[src/rtl/dram_buf_scheduler.sv]
// -----------------------------------------------------------------------------
// dram_buf_scheduler
//
// Front-end scheduler for the shared dram_buffer FIFO. Round-robin arbitrates
// NUM_REQ write requesters into the buffer and drains the buffer towards the
// DRAM command path over valid/ready. At most one buffer operation is issued
// per cycle, because the buffer gives writes priority and silently drops a
// read issued in the same cycle. Under continuous write traffic a waiting
// read is forced through after RD_STARVE_MAX write grants.
//
// Ports:
//   clk          clock
//   rst          asynchronous, active-high reset
//   req_valid    per-requester write request
//   req_data     requester i data at [i*WIDTH +: WIDTH]
//   req_ready    one-hot write grant (transfer when req_valid & req_ready)
//   buf_datain   data to buffer datain
//   buf_wr_en    buffer write strobe
//   buf_rd_en    buffer read strobe
//   buf_dataout  buffer registered read data
//   buf_full     buffer full flag
//   buf_empty    buffer empty flag
//   out_valid    drained word available
//   out_data     drained word
//   out_ready    downstream accepts out_data
//   grant_id     index of the last granted requester (registered)
// -----------------------------------------------------------------------------
module dram_buf_scheduler #(
  parameter int WIDTH         = 8,
  parameter int NUM_REQ       = 4,
  parameter int RD_STARVE_MAX = 4
) (
  input  logic                       clk,
  input  logic                       rst,
  input  logic [NUM_REQ-1:0]         req_valid,
  input  logic [NUM_REQ*WIDTH-1:0]   req_data,
  output logic [NUM_REQ-1:0]         req_ready,
  output logic [WIDTH-1:0]           buf_datain,
  output logic                       buf_wr_en,
  output logic                       buf_rd_en,
  input  logic [WIDTH-1:0]           buf_dataout,
  input  logic                       buf_full,
  input  logic                       buf_empty,
  output logic                       out_valid,
  output logic [WIDTH-1:0]           out_data,
  input  logic                       out_ready,
  output logic [$clog2(NUM_REQ)-1:0] grant_id
);

  localparam int PTR_W = $clog2(NUM_REQ);
  localparam int CNT_W = $clog2(RD_STARVE_MAX + 1);

  typedef enum logic [1:0] {
    OP_IDLE,
    OP_WRITE,
    OP_READ
  } op_e;

  op_e              op;
  logic             rd_elig;
  logic             wr_elig;
  logic             rd_pend;
  logic [PTR_W-1:0] rr_ptr;
  logic [PTR_W-1:0] win_idx;
  logic [PTR_W-1:0] ptr_next;
  logic [CNT_W-1:0] starve_cnt;

  // Winner search: scanning from the far end down to rr_ptr and overwriting
  // leaves the first valid requester at or after rr_ptr (modulo NUM_REQ).
  always_comb begin
    // NOTE: every variable gets a default before any conditional write, so
    // no path leaves it unassigned and no latch is inferred.
    win_idx = '0;
    for (int k = NUM_REQ - 1; k >= 0; k--) begin
      int               idx;
      logic [PTR_W-1:0] cand;
      idx = int'(rr_ptr) + k;
      if (idx >= NUM_REQ) idx = idx - NUM_REQ;
      cand = PTR_W'(idx);
      if (req_valid[cand]) win_idx = cand;
    end
  end

  assign ptr_next = (int'(win_idx) == NUM_REQ - 1) ? '0 : win_idx + 1'b1;

  // A read is eligible only when its word can land: nothing in flight and the
  // output register free (or being emptied this cycle).
  assign rd_elig = !buf_empty && !rd_pend && (!out_valid || out_ready);
  assign wr_elig = (|req_valid) && !buf_full;

  // Op select and strobe generation. Reset forces IDLE so no strobe or grant
  // escapes while rst is high.
  always_comb begin
    op         = OP_IDLE;
    req_ready  = '0;
    buf_datain = '0;
    buf_wr_en  = 1'b0;
    buf_rd_en  = 1'b0;
    if (!rst) begin
      if (rd_elig && (!wr_elig || starve_cnt == CNT_W'(RD_STARVE_MAX)))
        op = OP_READ;
      else if (wr_elig)
        op = OP_WRITE;
    end
    case (op)
      OP_WRITE: begin
        req_ready[win_idx] = 1'b1;
        buf_datain         = req_data[win_idx*WIDTH +: WIDTH];
        buf_wr_en          = 1'b1;
      end
      OP_READ:  buf_rd_en = 1'b1;
      default:  ;
    endcase
  end

  // NOTE: sequential state uses non-blocking assignments so every register
  // samples pre-edge values, independent of statement order.
  always_ff @(posedge clk or posedge rst) begin
    if (rst) begin
      out_valid  <= 1'b0;
      out_data   <= '0;
      rd_pend    <= 1'b0;
      rr_ptr     <= '0;
      starve_cnt <= '0;
      grant_id   <= '0;
    end else begin
      if (op == OP_WRITE) begin
        rr_ptr   <= ptr_next;
        grant_id <= win_idx;
      end

      // The buffer presents read data one edge after buf_rd_en; capture it
      // on the following edge. READ requires !rd_pend, so this also clears it.
      rd_pend <= (op == OP_READ);

      // Capture wins over a same-edge downstream accept.
      if (rd_pend) begin
        out_data  <= buf_dataout;
        out_valid <= 1'b1;
      end else if (out_valid && out_ready) begin
        out_valid <= 1'b0;
      end

      // Counts write grants taken while a read was waiting; any read or any
      // cycle without an eligible read restarts the count.
      if (op == OP_WRITE && rd_elig) begin
        if (starve_cnt != CNT_W'(RD_STARVE_MAX))
          starve_cnt <= starve_cnt + 1'b1;
      end else begin
        starve_cnt <= '0;
      end
    end
  end

endmodule

[config.mk]
export PLATFORM = sky130hd
export DESIGN_NAME = dram_buf_scheduler
export DESIGN_NICKNAME = d
export VERILOG_FILES = /design/src/rtl/dram_buf_scheduler.sv
export SDC_FILE = /design/constraint.sdc
export NUM_CORES = 1
export LEC_CHECK = 0
export BUFFER_PORTS_ARGS = -buffer_cell sky130_fd_sc_hd__buf_4
export CORE_ASPECT_RATIO = 1.25
export CORE_MARGIN = 5
export CORE_UTILIZATION = 35
export CTS_BUF_LIST = sky130_fd_sc_hd__clkbuf_8 sky130_fd_sc_hd__clkbuf_16
export DETAILED_ROUTE_END_ITERATION = 7
export PLACE_DENSITY_LB_ADDON = 0.15
export SYNTH_ARGS = -nofsm -noshare
export SYNTH_HDL_FRONTEND = slang
export SYNTH_SLANG_ARGS = --single-unit
[constraint.sdc]
create_clock -name clk -period 1.5 [get_ports clk]
set_input_delay 0.15 -clock clk [delete_from_list [all_inputs] [get_ports clk]]
set_output_delay 0.15 -clock clk [all_outputs]
set_load 0.05 [all_outputs]
==> results_dict.tcl <==
set metrics [dict create \
    status "complete, but fails checks" \
    violations "negative setup slack" \
    clock_sinks 17 \
    grt_pass1_wl_mm 5.40 \
    rrSetupSlack_ns -0.23 \
    wl_per_cell_um 15.1 \
    synth_ff_type "dfrtp_1" \
    die_height_um 73.5 \
    seq_area_frac_synth 0.377 \
    clock_skew_ns 0.00104 \
    seq_area_um2 429 \
    fin_crit_ns 2.05 \
    syn_to_final_growth_pct 101 \
    die_w_um 60.8 \
    cts_buffer_depth 2 \
    drive_gt1_frac 0.786 \
    setup_ws_ns -0.552 \
    row_count 23 \
    timing.final.max_slew_violations 0 \
    core_area_um2 3170 \
    worstSetupPathType "reg -> out" \
    cp_data_required_time_ns 1.35 \
    cts_buffers 3 \
    yosysWarnings 0 \
    synth.distinct_cells 31 \
    port_buffers 73 \
    clock.fmax_mhz 487 \
    synth-edff-count 0 \
    via_count 1153 \
    worstPathArrival_ns 1.90 \
    diodes 0 \
    yosys.area.top_type "dfrtp_1" \
    drt_iter0_drc 11 \
    antenna_found_initial 0 \
    synth.most_common_cell "dfrtp_1" \
    synth_seq_cells 17 \
    synthCells 102 \
    power_per_cell_area_nw_per_um2 1160 \
    yosys.area.top_type_share 0.377 \
    first_pass_iters 3 \
    cts_tree "yes" \
    min_path_type "in -> reg" \
    grt_pass1_vias 1248 \
    rsz0062_at_grt "true" \
    grt_max_degree 19 \
    syn_area_um2 1130 \
    finalHoldViolCount 0 \
    antenna_left 0 \
    vias_per_cell 4.95 \
    ir_drop_v 0.00133 \
    grt_overflow 0 \
    syn_area_per_cell_um2 11.1 \
    syn_nets 157 \
    final_nets 252 \
    fin_cells 233 \
    async_flop_share 1.00 \
    drt_wl_total_mm 3.51 \
    critPathMaxFanout 18 \
    period_share 1.37 \
    hold_slack_ns 0.107 \
    die_area_um2 4470 \
    drc_errors 0 \
    cts_root_buffer "clkbuf_8" \
    maxCapViolCount 0 \
    worst_setup_path_start_kind "flop" \
    setup_viol 18 \
    io_pins 74 \
    worstSkewPairLatency_ns 0.25 \
    grt.total_usage 0.157 \
    worstMarginPinSlew_ns 0.268 \
    synth_commonest_cells "dfrtp_1, mux2i_1, mux2_2, o22ai_1" \
    p_leak_nw 1.04 \
    clkTransAtPathRegs_ns 0.06 \
    multi_input_area_um2 916 \
    dp_cells 225 \
    dpl.hpwl_mm 2.75 \
    timing.slew.headroom 0.816 \
    htreeDepth 1 \
    synth_area_leaders "dfrtp_1, mux2i_1, mux2_2" \
    fill_cells 230 \
    p_total_mw 2.64 \
    place.gp.congestion 0.712 \
    start_util 0.357 \
    cp-end-kind "output pin" \
]
==> cell usage in the layout, fill, tap and decap left out, types with 2 or more instances in the layout <==
| cell | n |
|---|---|
| dfrtp_2 | 3 |
| dfrtp_1 | 14 |
| clkbuf_8 | 3 |
| inv_1 | 6 |
| mux2i_1 | 2 |
| nand2_1 | 2 |
| a21o_1 | 2 |
| buf_6 | 11 |
| nand2_8 | 2 |
| buf_4 | 74 |
| o22ai_4 | 8 |
| and2_4 | 4 |
| mux2i_2 | 14 |
| ha_2 | 3 |
| ha_1 | 2 |
| nor2_1 | 3 |
| nor2b_1 | 2 |
| buf_8 | 6 |
| mux2_2 | 9 |
==> cell type report <==
cell class / count / area share
Clock inverter: 1 / 0.00221
Inverter: 8 / 0.0143
Clock buffer: 3 / 0.0182
Tap cell: 37 / 0.0204
Multi-Input combinational cell: 74 / 0.404
Sequential cell: 17 / 0.189
Timing Repair Buffer: 93 / 0.352
==> report_power, final <==
part           switching [mW]  internal [mW]
Clock                   0.144          0.184
Combinational           0.928          0.752
Sequential             0.0723          0.556
==> flip-flops by register name, summed over array words and instances (netlist names) <==
register	cells
out_data	8
rd_pend	1
rr_ptr	2
out_valid	1
grant_id	2
starve_cnt	3
==> layer usage <==
metal	global-route usage	share of wire	vias up
met1	0.168	0.34	550
met3	0.0211	0.078	4
met2	0.302	0.57	42
li1	-	-	557
met5	0	0	-
met4	0.0578	0.011	0
==> logic make-up after synthesis <==
family | Yosys count | synth area share
buffers and inverters | 12 | 0.0687
DFF | 17 | 0.377
xor gates and xnor gates | 1 | 0.00775
and+or+nand+nor | 21 | 0.103
muxes | 25 | 0.231
AOI/OAI and AO/OA | 20 | 0.146
adders and majority gates | 6 | 0.0664
==> per-stage QoR <==
step           setup slack (ns)  TNS [ns]  instance area (um^2)  utilization
6_report                 -0.552     -7.44                  2270        0.717
5_1_grt                  -0.639     -8.87                  2270        0.717
4_1_cts                  -0.578     -7.55                  2160        0.682
3_5_place_dp             -0.389     -4.93                  1970        0.623
3_3_place_gp             -0.333     -4.10                  1970        0.623
2_1_floorplan            -0.351     -3.92                  1290            -
==> repair_timing <==
item	4_1_cts	5_1_grt
hold buffers	1	0
buffers inserted	1	1
endpoints found under the setup margin	18	18
hold endpoints to repair	6	0
gates cloned	0	1
gates resized for setup	31	22
pin swaps	2	4
==> worst paths after layout <==
| kind | startpoint | end | cells past startpoint |
|---|---|---|---|
| worst max-delay path | rr_ptr[1] | buf_datain[4] | 7 |
| worst min-delay path | buf_empty | rd_pend | 2 |
| worst max register to register | starve_cnt[0] | grant_id[1] | 6 |
| worst min register to register | out_data[5] | out_data[5] | 1 |
| max in group asynchronous | rst | rr_ptr[1] | 4 |
| min in group asynchronous | rst | starve_cnt[1] | 3 |
==> critical path, stage by stage, from the launching register on <==
cell      delay, ns
dfrtp_2        0.41
inv_2          0.08
a221oi_4       0.29
nand3_2        0.13
buf_12         0.19
mux2i_2        0.18
o22ai_4        0.19
buf_6          0.18
No activity file was read; power rests on OpenSTA's default activity.
